File: config.mk
export PLATFORM = sky130hd
export DESIGN_NAME = mem_lsu
export DESIGN_NICKNAME = d
export VERILOG_FILES = /design/src/rtl/mem_lsu_pkg.sv /design/src/rtl/lsu_align.sv /design/src/rtl/mem_lsu.sv
export SDC_FILE = /design/constraint.sdc
export NUM_CORES = 1
export LEC_CHECK = 0
export CORE_AREA = 2 2 101 103
export CTS_CLUSTER_DIAMETER = 150
export CTS_CLUSTER_SIZE = 25
export DETAILED_ROUTE_END_ITERATION = 10
export DIE_AREA = 0 0 103 105
export PLACE_DENSITY_LB_ADDON = 0.12
export SYNTH_ARGS = -nofsm -noshare
export SYNTH_HDL_FRONTEND = slang
export SYNTH_SLANG_ARGS = --single-unit
File: constraint.sdc
create_clock -name clk -period 4.3 [get_ports clk]
set_input_delay 1.075 -clock clk [delete_from_list [all_inputs] [get_ports clk]]
set_output_delay 1.075 -clock clk [all_outputs]
set_load 0.02 [all_outputs]
File: src/rtl/mem_lsu_pkg.sv
// Shared definitions for the load/store unit: bus widths, aluop codes,
// FSM state encodings and small opcode-class helpers.
package mem_lsu_pkg;

  typedef logic [7:0]  alu_op_bus_t;
  typedef logic [31:0] reg_bus_t;
  typedef logic [4:0]  reg_addr_bus_t;
  typedef logic [31:0] data_addr_bus_t;

  localparam reg_addr_bus_t NOP_REG_ADDR = 5'b00000;
  localparam reg_bus_t      ZERO_WORD    = 32'h0000_0000;

  localparam alu_op_bus_t EXE_NOP = 8'b0000_0000;
  localparam alu_op_bus_t EXE_ADD = 8'b0010_0000;
  localparam alu_op_bus_t EXE_LB  = 8'b1110_0000;
  localparam alu_op_bus_t EXE_LH  = 8'b1110_0001;
  localparam alu_op_bus_t EXE_LW  = 8'b1110_0011;
  localparam alu_op_bus_t EXE_LBU = 8'b1110_0100;
  localparam alu_op_bus_t EXE_LHU = 8'b1110_0101;
  localparam alu_op_bus_t EXE_SB  = 8'b1110_1000;
  localparam alu_op_bus_t EXE_SH  = 8'b1110_1001;
  localparam alu_op_bus_t EXE_SW  = 8'b1110_1011;

  localparam logic [1:0] ST_IDLE = 2'd0;
  localparam logic [1:0] ST_REQ  = 2'd1;
  localparam logic [1:0] ST_RESP = 2'd2;

  function automatic logic op_is_load(input alu_op_bus_t op);
    return op inside {EXE_LB, EXE_LH, EXE_LW, EXE_LBU, EXE_LHU};
  endfunction

  function automatic logic op_is_store(input alu_op_bus_t op);
    return op inside {EXE_SB, EXE_SH, EXE_SW};
  endfunction

endpackage

File: src/rtl/lsu_align.sv
// Combinational alignment datapath: byte enables, lane-replicated store data,
// load byte/halfword selection with sign/zero extension, misalignment detect.
module lsu_align
  import mem_lsu_pkg::*;
(
  input  alu_op_bus_t aluop,
  input  logic [1:0]  offset,
  input  reg_bus_t    reg2,
  input  reg_bus_t    rdata,
  output logic [3:0]  be,
  output reg_bus_t    store_data,
  output reg_bus_t    load_data,
  output logic        misalign
);

  logic [7:0]  byte_sel;
  logic [15:0] half_sel;

  always_comb begin
    case (offset)
      2'd0:    byte_sel = rdata[7:0];
      2'd1:    byte_sel = rdata[15:8];
      2'd2:    byte_sel = rdata[23:16];
      default: byte_sel = rdata[31:24];
    endcase
    half_sel = offset[1] ? rdata[31:16] : rdata[15:0];
  end

  always_comb begin
    be         = 4'b1111;
    store_data = reg2;
    load_data  = rdata;
    misalign   = 1'b0;
    case (aluop)
      EXE_LB:  load_data = {{24{byte_sel[7]}}, byte_sel};
      EXE_LBU: load_data = {24'h0, byte_sel};
      EXE_LH: begin
        load_data = {{16{half_sel[15]}}, half_sel};
        misalign  = offset[0];
      end
      EXE_LHU: begin
        load_data = {16'h0, half_sel};
        misalign  = offset[0];
      end
      EXE_LW:  misalign = |offset;
      EXE_SB: begin
        be         = 4'b0001 << offset;
        store_data = {4{reg2[7:0]}};
      end
      EXE_SH: begin
        be         = offset[1] ? 4'b1100 : 4'b0011;
        store_data = {2{reg2[15:0]}};
        misalign   = offset[0];
      end
      EXE_SW:  misalign = |offset;
      default: ;
    endcase
  end

endmodule

File: src/rtl/mem_lsu.sv
// MEM-stage load/store unit: stalls the pipeline while one data-bus
// transaction runs through IDLE -> (REQ) -> RESP, then writes back.
module mem_lsu
  import mem_lsu_pkg::*;
(
  input  logic           clk,
  input  logic           rst,
  input  reg_addr_bus_t  mem_wd_i,
  input  logic           mem_wreg_i,
  input  reg_bus_t       mem_wdata_i,
  input  alu_op_bus_t    mem_aluop_i,
  input  data_addr_bus_t mem_addr_i,
  input  reg_bus_t       mem_reg2_i,
  output reg_addr_bus_t  wb_wd_o,
  output logic           wb_wreg_o,
  output reg_bus_t       wb_wdata_o,
  output logic           dbus_req_o,
  output logic           dbus_we_o,
  output data_addr_bus_t dbus_addr_o,
  output logic [3:0]     dbus_be_o,
  output reg_bus_t       dbus_wdata_o,
  input  logic           dbus_gnt_i,
  input  logic           dbus_rvalid_i,
  input  reg_bus_t       dbus_rdata_i,
  output logic           stallreq_o,
  output logic           misalign_o
);

  // Handshake: a request is held (req plus address/be/we/wdata) until the
  // cycle where gnt=1; the response is the single later cycle with rvalid=1.

  logic [1:0] state;
  logic [1:0] state_next;
  logic       is_load;
  logic       is_store;
  logic       misalign;
  logic [3:0] be;
  reg_bus_t   store_data;
  reg_bus_t   load_data;
  logic       req;
  logic       stall;
  logic       misal_pulse;
  logic       wreg;
  logic       bus_active;

  assign is_load  = op_is_load(mem_aluop_i);
  assign is_store = op_is_store(mem_aluop_i);

  lsu_align u_align (
    .aluop      (mem_aluop_i),
    .offset     (mem_addr_i[1:0]),
    .reg2       (mem_reg2_i),
    .rdata      (dbus_rdata_i),
    .be         (be),
    .store_data (store_data),
    .load_data  (load_data),
    .misalign   (misalign)
  );

  // Once a transaction has left IDLE it completes regardless of the opcode.
  always_comb begin
    state_next  = state;
    req         = 1'b0;
    stall       = 1'b0;
    misal_pulse = 1'b0;
    wreg        = 1'b0;
    case (state)
      ST_IDLE: begin
        if (!(is_load || is_store)) begin
          wreg = mem_wreg_i;
        end else if (misalign) begin
          misal_pulse = 1'b1;
        end else begin
          req        = 1'b1;
          stall      = 1'b1;
          state_next = dbus_gnt_i ? ST_RESP : ST_REQ;
        end
      end
      ST_REQ: begin
        req   = 1'b1;
        stall = 1'b1;
        if (dbus_gnt_i) state_next = ST_RESP;
      end
      ST_RESP: begin
        if (dbus_rvalid_i) begin
          state_next = ST_IDLE;
          wreg       = is_load & mem_wreg_i;
        end else begin
          stall = 1'b1;
        end
      end
      default: state_next = ST_IDLE;
    endcase
  end

  always_ff @(posedge clk or negedge rst) begin
    if (!rst) state <= ST_IDLE;
    else      state <= state_next;
  end

  // Outputs are forced to zero while reset is held.
  assign bus_active   = rst & req;
  assign wb_wd_o      = rst ? mem_wd_i : NOP_REG_ADDR;
  assign wb_wreg_o    = rst & wreg;
  assign wb_wdata_o   = !rst ? ZERO_WORD : (is_load ? load_data : mem_wdata_i);
  assign dbus_req_o   = bus_active;
  assign dbus_we_o    = bus_active & is_store;
  assign dbus_addr_o  = bus_active ? {mem_addr_i[31:2], 2'b00} : 32'h0;
  assign dbus_be_o    = bus_active ? be : 4'b0000;
  assign dbus_wdata_o = (bus_active && is_store) ? store_data : ZERO_WORD;
  assign stallreq_o   = rst & stall;
  assign misalign_o   = rst & misal_pulse;

endmodule

==> flow_metrics.py, run 1 <==
metrics = {
    "final_layout": {
        "largest-register": "state",
        "area_delta_synth_final_pct": 105,
        "post-route-cell-area_um2": 5500,
        "largest_reg_flops": 2,
        "final_cells": 782,
        "final_net_count": 797,
        "biggestRegsByFlops": "state (2)",
        "drive_gt1_frac": 0.159,
        "antenna_cells": 0,
    },
    "pwr": {
        "power_uw": 486,
        "power.share.clock": 0.156,
        "p_int_uw": 295,
        "ir_drop_mv": 0.0802,
        "power_frac_seq": 0.042,
        "power.switching_uw": 191,
        "power_density_nw_per_um2": 88.4,
        "p_leak_uw": 0.00234,
        "comb_power_share": 0.802,
        "switching_share": 0.392,
    },
    "yosys": {
        "synth.most_common_cell": "a211oi_1",
        "synth_edf_count": 0,
        "ys.warnings.count": 0,
        "yosysTopAreaCell": "mux2i_1",
        "syn_area_per_cell_um2": 6.84,
        "synth.distinct_cells": 52,
        "synth.top_cells.by_count": "36 x a211oi_1, 35 x inv_1, 31 x mux2i_1, 30 x o31ai_1, 25 x nor3_1",
        "ys_seq_elements": 2,
        "yosys-top-cells-area": "mux2i_1 12%, a211oi_1 10%, o31ai_1 8.4%, inv_1 4.9%, nor3_1 4.7%",
        "seq_area_frac_synth": 0.0186,
        "synth_flop_cell": "dfrtp_1",
        "synth_area_um2": 2690,
        "synth_top_area_frac": 0.116,
        "netlist_instances": 393,
        "async_flop_share": 1.00,
    },
    "global_routing": {
        "grt_usage": 0.219,
        "antenna_found_initial": 0,
        "grt-ovfl-total": 0,
        "grt_pass1_wl_um": 19500,
        "grtUsageMet3": 0.0348,
        "grt_use_met2": 0.389,
        "first_global_vias": 3916,
        "grt_max_degree": 45,
        "met1_usage": 0.274,
        "grt-busiest-layer": "met2",
    },
    "floorplanning": {
        "die-area_um2": 10800,
        "die_height_um": 105,
        "start_util": 0.279,
        "num_rows": 36,
        "die-width_um": 103,
        "core_um2": 9640,
        "io_pins": 256,
    },
    "worst_setup_path": {
        "cp_data_required_time_ns": 3.22,
        "path_max_fanout": 13,
        "arrival_ns": 3.14,
        "startpoint": "mem_aluop_i[1]",
        "endpoint_kind": "primary output",
        "path_class": "in -> out",
        "worst-r2r-cell-count": 4,
        "r2r_start": "state[0]",
        "critPathLaunchType": "primary input",
    },
    "clock_tree": {
        "clock-root-buffer": "clkbuf_8",
        "cts_tree": "yes",
        "cts_buffers": 3,
        "cts_buffer_depth": 2,
        "clock_latency_ns": 0.21,
        "htreeDepth": 1,
        "clkSlewWorstSetupHoldPaths_ns": 0.03,
        "cts.sinks": 2,
        "hold_buffers": 0,
    },
    "placement": {
        "port_buffers": 253,
        "place_inst": 779,
        "place_area_um2": 5590,
        "dp_hpwl_um": 10300,
        "globalplace.congestion": 0.861,
    },
    "sta": {
        "final_max_slew_viol_count": 0,
        "rsz0062_at_grt": "false",
        "worst_hold_slack_ns": 0.519,
        "timing.fmax_mhz": 237,
        "fin_tns_setup_ns": 0,
        "period_needed_ns": 4.22,
        "finalCritPeriodShare": 0.981,
        "skew_ns": 0.00253,
        "setup_viol": 0,
        "finalHoldViolCount": 0,
    },
    "worst_hold_path": {
        "hp-class": "reg -> reg",
        "min-delay-start": "state[1]",
        "min_path_cells": 1,
    },
    "drt": {
        "wl_um": 12600,
        "drt-initial-drc-count": 178,
        "dr.pass1.iters": 5,
        "antenna_left": 0,
        "post_drt_wl_per_cell_um": 16.1,
        "routed-via-count": 4111,
        "drc_errors": 0,
        "via_per_inst": 5.26,
    },
    "outcome": {
        "status": "finished clean",
    },
    "job": {
        "maxCapViolations": 0,
    },
}
[through the flow]
step,utilization,worst slack (ns)
final,0.570,0.0831
after global routing,0.570,0.00148
after CTS,0.572,0.0434
after detailed placement,0.580,-0.315
after global placement,0.580,-0.261
after floorplan,-,0.558
[per-layer routing]
layer  up-vias  part of all wire  wire length (µm)
met5         -                 0                 0
met4         0             0.016               207
met3        18             0.085              1070
met2       185              0.50              6260
met1      1880              0.40              5040
li1       2028                 -                 -
[worst paths after layout]
| path | slack (ns) | to |
|---|---|---|
| setup reg to reg | 2.98 | state[1] |
| max in group asynchronous | 3.30 | state[1] |
| setup / recovery | 0.08 | wb_wdata_o[0] |
| hold reg to reg | 0.52 | state[0] |
| hold / removal | 0.52 | state[0] |
| min in group asynchronous | 0.85 | state[0] |
[power groups by stage]
stage / Combinational (µW) / Sequential (µW) / Clock (µW)
floorplan: 164 / 20.4 / 0
global placement: 398 / 20.7 / 0
detailed placement: 403 / 20.7 / 0
CTS: 388 / 20.5 / 78.4
global route: 419 / 20.6 / 79.1
finish: 390 / 20.5 / 75.6
[cells in the final DEF (no fill, tap or decap), types with 13 or more instances in the layout]
cell type,Yosys,layout
a211oi_1,36,36
a21oi_1,18,18
buf_4,4,47
clkbuf_2,0,16
clkdlybuf4s15_1,0,24
clkdlybuf4s50_1,0,148
dlygate4sd2_1,0,60
inv_1,35,35
mux2i_1,31,31
nand2_1,17,16
nand4_1,16,16
nor2_1,13,13
nor3_1,25,25
o21ai_0,23,23
o31ai_1,30,30
[final cells by class]
type | count | area [µm²]
clock buffers | 3 | 41.3
fillers | 961 | 4140
inverters | 36 | 135
multi-input cells | 303 | 2280
flip-flops and latches | 2 | 50.0
well taps | 133 | 166
repair buffers | 305 | 2820
[critical path: stages]
cell and delay (ns):
clkdlybuf4s50_1 0.43, or2_1 0.28, or2_2 0.45, o32a_1 0.39, o221a_1 0.20, dlygate4sd2_1 0.32
[cells by family (layout without fill, tap and decap cells)]
family | count (synthesis) | count (layout) | synth area share
simple gates | 110 | 110 | 0.240
other cells | 1 | 2 | 0.00140
buf+inv | 89 | 344 | 0.151
flops | 2 | 2 | 0.0186
mux | 42 | 42 | 0.162
compound gates | 149 | 149 | 0.427
[repair_timing]
action | CTS | global route
setup endpoints to repair | 103 | 47
buffers inserted | 0 | 0
gates resized for setup | 107 | 76
hold endpoints to repair | 0 | 0
Note: power is estimated with default switching activity, not from simulation.
==> inputs of run 2 (changes only) <==
CORE_AREA = unset   (was 2 2 101 103)
CORE_MARGIN = 4   (was unset)
CORE_UTILIZATION = 38   (was unset)
DIE_AREA = unset   (was 0 0 103 105)
REMOVE_ABC_BUFFERS = 1   (was unset)
SYNTH_HIERARCHICAL = 1   (was unset)
==> run 2 against run 1 <==
  * Sequential cell count is the same
  * Core utilization grew 14 points
  * Die area down 2.3%
  * Clock power barely moved
  * Clock-buffer cell count stayed put
  * Worst setup slack worse by 0.022 ns
  * Sequential power is 2% higher
  * Global-route usage increased by 4.0 points
  * Routed wire length rose by 17%
  * Cell count rose by 13%
==> flow_metrics.py, run 2 <==
metrics = {
    "worst_setup_path": {
        "path_max_fanout": 5,
        "max_stage_delay_ns": 0.50,
        "endpoint_kind": "primary output",
        "path_class": "in -> out",
        "cp_data_required_time_ns": 3.22,
        "crit_slowest_cell": "mux4_2",
        "timing.critical_path.cells": "clkdlybuf4s50_1 > mux4_2 > and4b_1 > buf_4 > a221o_1 > nand2_1 > mux2i_1 > dlygate4sd2_1",
        "critPathLaunchType": "primary input",
        "arrival_ns": 3.16,
    },
    "final_layout": {
        "drive_gt1_frac": 0.230,
        "biggestRegsByFlops": "state (2)",
        "post-route-cell-area_um2": 6200,
        "layout_common_cells": "141 x clkdlybuf4s50_1, 119 x nand2_1, 62 x dlygate4sd2_1",
        "largest_reg_flops": 2,
        "largest-register": "state",
        "area_delta_synth_final_pct": 81.7,
        "final_common_cell": "clkdlybuf4s50_1",
        "final_net_count": 919,
    },
    "yosys": {
        "synth.top_cells.by_count": "119 x nand2_1, 50 x inv_1, 40 x mux2i_1, 40 x nor2_1, 29 x nor3_2",
        "synth_flop_cell": "dfrtp_1",
        "async_flop_share": 1.00,
        "synth_top_area_frac": 0.131,
        "synth_area_um2": 3410,
        "yosys-top-cells-area": "nand2_1 13%, mux2i_1 12%, nor3_2 8.5%, inv_1 5.5%, mux4_2 5.3%",
        "synth.distinct_cells": 53,
        "netlist_instances": 516,
        "syn_area_per_cell_um2": 6.62,
        "ys.warnings.count": 6,
        "synth.most_common_cell": "nand2_1",
        "seq_area_frac_synth": 0.0147,
        "yosysTopAreaCell": "nand2_1",
        "ys_seq_elements": 2,
        "synth_edf_count": 0,
    },
    "sta": {
        "timing.fmax_mhz": 236,
        "final_max_slew_viol_count": 0,
        "finalHoldViolCount": 0,
        "skew_ns": 0.00253,
        "slew_headroom": 0.615,
        "rsz0062_at_grt": "false",
        "finalCritPeriodShare": 0.986,
        "worstMarginPinSlew_ns": 0.577,
        "setup_viol": 0,
        "period_needed_ns": 4.24,
    },
    "clock_tree": {
        "clkSlewWorstSetupHoldPaths_ns": 0.03,
        "clock-root-buffer": "clkbuf_8",
        "cts_buffer_depth": 2,
        "htreeDepth": 1,
        "cts.sinks": 2,
        "clock_latency_ns": 0.22,
        "cts_buffers": 3,
        "hold_buffers": 0,
        "cts_tree": "yes",
    },
    "pwr": {
        "power_uw": 579,
        "ir_drop_mv": 0.117,
        "power_density_nw_per_um2": 93.3,
        "p_leak_uw": 0.00287,
    },
    "placement": {
        "place_area_um2": 6180,
        "dp_hpwl_um": 11600,
        "globalplace.congestion": 0.891,
        "port_buffers": 253,
    },
    "global_routing": {
        "grt-ovfl-total": 0,
        "first_global_vias": 4594,
        "antenna_found_initial": 1,
        "grt_max_degree": 75,
        "grt_usage": 0.259,
        "grt_pass1_wl_um": 22100,
    },
    "drt": {
        "via_per_inst": 5.35,
        "wl_um": 14700,
        "routed-via-count": 4709,
        "drt-initial-drc-count": 203,
        "antenna_left": 0,
        "dr.pass1.iters": 5,
        "drc_errors": 0,
        "post_drt_wl_per_cell_um": 16.7,
    },
    "floorplanning": {
        "num_rows": 34,
        "core_um2": 8720,
        "start_util": 0.392,
        "die-area_um2": 10600,
        "die_height_um": 103,
        "die-width_um": 103,
        "io_pins": 256,
    },
    "worst_hold_path": {
        "hp-class": "reg -> reg",
    },
    "outcome": {
        "status": "finished clean",
    },
    "job": {
        "maxCapViolations": 0,
    },
}
==> run 2: stage by stage <==
step            util  setup TNS, ns  worst slack [ns]  std cells  hold slack, ns
3_3_place_gp   0.709         -29.20            -0.381        868           0.550
3_5_place_dp   0.709         -33.75            -0.429        868           0.576
2_1_floorplan      -         -17.99            -0.630        451           0.504
6_report       0.711              0            0.0607        880           0.584
5_1_grt        0.711              0           0.00266        880           0.601
4_1_cts        0.718              0            0.0142        878           0.579
==> run 2: where the power goes <==
part           internal (µW)  leakage [µW]  total (µW)  switching (µW)
clock network           59.3     0.0000216        75.9            16.6
logic                    260       0.00282         482             222
registers               19.6     0.0000277        20.9            1.34
total                    339       0.00287         579             240
==> run 2: cell type report <==
| class | instances | area [µm²] |
|---|---|---|
| fill | 739 | 2520 |
| tap | 108 | 135 |
| antenna | 1 | 2.50 |
| sequential | 2 | 50.0 |
| clock buffer | 3 | 41.3 |
| multi-input combinational | 399 | 2810 |
| inverter | 50 | 188 |
| timing repair buffer | 317 | 2980 |
==> run 2: logic make-up (layout without fill, tap and decap cells) <==
family	Yosys count	count (layout)	synth area share
AO/OA/AOI/OAI	102	102	0.225
buffers and inverters	116	370	0.178
flip-flops	2	2	0.0147
multiplexers	65	65	0.228
other	1	3	0.00110
AND/OR/NAND/NOR	230	230	0.354
==> run 2: worst paths after layout <==
| path | from | to | slack, ns | cells after the start |
|---|---|---|---|---|
| worst max-delay path | dbus_rdata_i[15] | wb_wdata_o[13] | 0.06 | 8 |
| worst min-delay path | state[1] | state[0] | 0.58 | 1 |
| worst max register to register | state[0] | state[0] | 3.05 | 5 |
| worst min register to register | state[1] | state[0] | 0.58 | 1 |
| max in group asynchronous | rst | state[0] | 3.15 | 2 |
| min in group asynchronous | rst | state[1] | 0.92 | 2 |
==> run 2: what timing repair did <==
| item | CTS | global route |
|---|---|---|
| buffers inserted | 4 | 1 |
| resized for setup | 140 | 72 |
| setup endpoints to repair | 101 | 66 |
| pin swaps | 3 | 4 |
| gates cloned | 3 | 0 |
==> run 2: per-layer routing <==
metal,global-route usage,routed length (µm)
met1,0.310,5490
met2,0.471,7410
met3,0.0521,1460
met4,0.0667,303
met5,0,0
==> run 2: critical path, delay by kind of cell <==
kind,cells,cell delay (ns)
AO/OA/AOI/OAI,1,0.27
multiplexers,2,0.56
AND/OR/NAND/NOR,2,0.29
buffers and inverters,3,0.96
==> inputs of run 3 (changes only) <==
CORE_AREA = 4 4 97 99   (was unset)
CORE_MARGIN = unset   (was 4)
CORE_UTILIZATION = unset   (was 38)
DIE_AREA = 0 0 101 103   (was unset)
SYNTH_HIERARCHICAL = unset   (was 1)
==> run 3 against run 2 <==
  * Sequential power about the same
  * Critical path depth up 1
  * Combinational power down 20%
  * Critical path type unchanged
==> flow_metrics.py, run 3 (same netlist as run 1, synthesis figures left out) <==
metrics = {
    "floorplanning": {
        "die-area_um2": 10400,
        "num_rows": 34,
        "die-width_um": 101,
        "io_pins": 256,
        "core_um2": 8550,
        "start_util": 0.314,
        "die_height_um": 103,
    },
    "placement": {
        "dp_hpwl_um": 11200,
        "place_inst": 757,
        "port_buffers": 253,
        "globalplace.congestion": 0.878,
    },
    "drt": {
        "drt-initial-drc-count": 158,
        "wl_um": 13800,
        "dr.pass1.iters": 4,
        "via_per_inst": 5.40,
        "antenna_left": 0,
        "drc_errors": 0,
        "post_drt_wl_per_cell_um": 18.2,
        "routed-via-count": 4107,
    },
    "clock_tree": {
        "htreeDepth": 1,
        "clkSlewWorstSetupHoldPaths_ns": 0.03,
        "cts.sinks": 2,
        "cts_tree": "yes",
        "cts_buffers": 3,
        "hold_buffers": 0,
        "clock_latency_ns": 0.21,
        "cts_buffer_depth": 2,
        "clock-root-buffer": "clkbuf_8",
    },
    "sta": {
        "worst_hold_slack_ns": 0.537,
        "skew_ns": 0.000978,
        "timing.fmax_mhz": 236,
        "finalHoldViolCount": 0,
        "finalCritPeriodShare": 0.985,
        "setup_viol": 0,
        "final_max_slew_viol_count": 0,
        "rsz0062_at_grt": "false",
        "period_needed_ns": 4.24,
    },
    "global_routing": {
        "grt_usage": 0.245,
        "grt_use_met2": 0.455,
        "met1_usage": 0.287,
        "grt_pass1_wl_um": 20700,
        "grt-ovfl-total": 0,
        "grt_max_degree": 40,
        "grt-busiest-layer": "met2",
        "antenna_found_initial": 0,
        "grtUsageMet3": 0.0622,
        "first_global_vias": 4069,
    },
    "pwr": {
        "power_density_nw_per_um2": 88.0,
        "power.switching_uw": 188,
        "switching_share": 0.392,
        "p_int_uw": 291,
        "power_uw": 479,
        "comb_power_share": 0.805,
        "power.share.clock": 0.152,
        "power_frac_seq": 0.043,
        "ir_drop_mv": 0.0527,
        "p_leak_uw": 0.00234,
    },
    "final_layout": {
        "drive_gt1_frac": 0.190,
        "biggestRegsByFlops": "state (2)",
        "antenna_cells": 0,
        "layout_common_cells": "147 x clkdlybuf4s50_1, 51 x dlygate4sd2_1, 48 x buf_4",
        "final_cells": 761,
        "area_delta_synth_final_pct": 102,
        "final_common_cell": "clkdlybuf4s50_1",
        "largest_reg_flops": 2,
        "largest-register": "state",
        "final_net_count": 801,
    },
    "worst_setup_path": {
        "path_max_fanout": 12,
        "path_class": "in -> out",
        "arrival_ns": 3.16,
        "endpoint_kind": "primary output",
        "cp_data_required_time_ns": 3.22,
        "critPathLaunchType": "primary input",
        "worst-r2r-cell-count": 4,
    },
    "outcome": {
        "status": "finished clean",
    },
    "worst_hold_path": {
        "hp-class": "reg -> reg",
        "min_path_cells": 1,
    },
    "job": {
        "maxCapViolations": 0,
    },
}
-- run 3: path summary, 6_finish.rpt --
kind	from	to	slack, ns
min reg2reg	state[1]	state[0]	0.54
max reg2reg	state[0]	state[1]	2.77
min	state[1]	state[0]	0.54
min in group asynchronous	rst	state[1]	0.95
max in group asynchronous	rst	state[0]	3.20
max	mem_aluop_i[5]	wb_wdata_o[10]	0.06
-- run 3: layout make-up --
| class | count | area (µm²) |
|---|---|---|
| Timing Repair Buffer | 309 | 2800 |
| Tap cell | 108 | 135 |
| Multi-Input combinational cell | 303 | 2270 |
| Fill cell | 816 | 3110 |
| Sequential cell | 2 | 50.0 |
| Clock buffer | 3 | 41.3 |
| Inverter | 36 | 135 |
-- run 3: stage by stage --
| step | utilization | setup TNS (ns) | instance area (µm²) | worst slack [ns] |
|---|---|---|---|---|
| 4_1_cts | 0.649 | 0 | 5550 | 0.00340 |
| 5_1_grt | 0.636 | 0 | 5440 | 0.000227 |
| 3_5_place_dp | 0.657 | -16.33 | 5620 | -0.268 |
| 3_3_place_gp | 0.657 | -15.12 | 5620 | -0.234 |
| 2_1_floorplan | - | -12.30 | 2420 | -0.422 |
| 6_report | 0.636 | 0 | 5440 | 0.0643 |
-- run 3: repair_timing --
| action | 4_1_cts | 5_1_grt |
|---|---|---|
| pin swaps | 1 | 1 |
| resized for setup | 107 | 119 |
| setup buffers | 1 | 0 |
| setup endpoints to repair | 103 | 53 |
-- run 3: power groups by stage --
stage	Combinational, µW	Sequential, µW	Clock, µW
after floorplan	140	20.4	0
after global placement	398	20.7	0
after detailed placement	403	20.7	0
after CTS	388	20.5	74.0
after global routing	413	20.7	77.7
final	385	20.6	72.9
-- run 3: layer usage --
layer | vias up | share of wire
met5 | - | 0
met4 | 0 | 0.0082
met3 | 8 | 0.097
met2 | 182 | 0.51
met1 | 1883 | 0.39
li1 | 2034 | -
-- run 3: worst max-delay path, stage by stage --
cell	delay, ns
clkdlybuf4s50_1	0.52
nand4b_4	0.16
buf_4	0.16
or2_1	0.22
buf_4	0.19
buf_4	0.19
a22oi_1	0.24
a21oi_1	0.11
clkdlybuf4s15_1	0.30
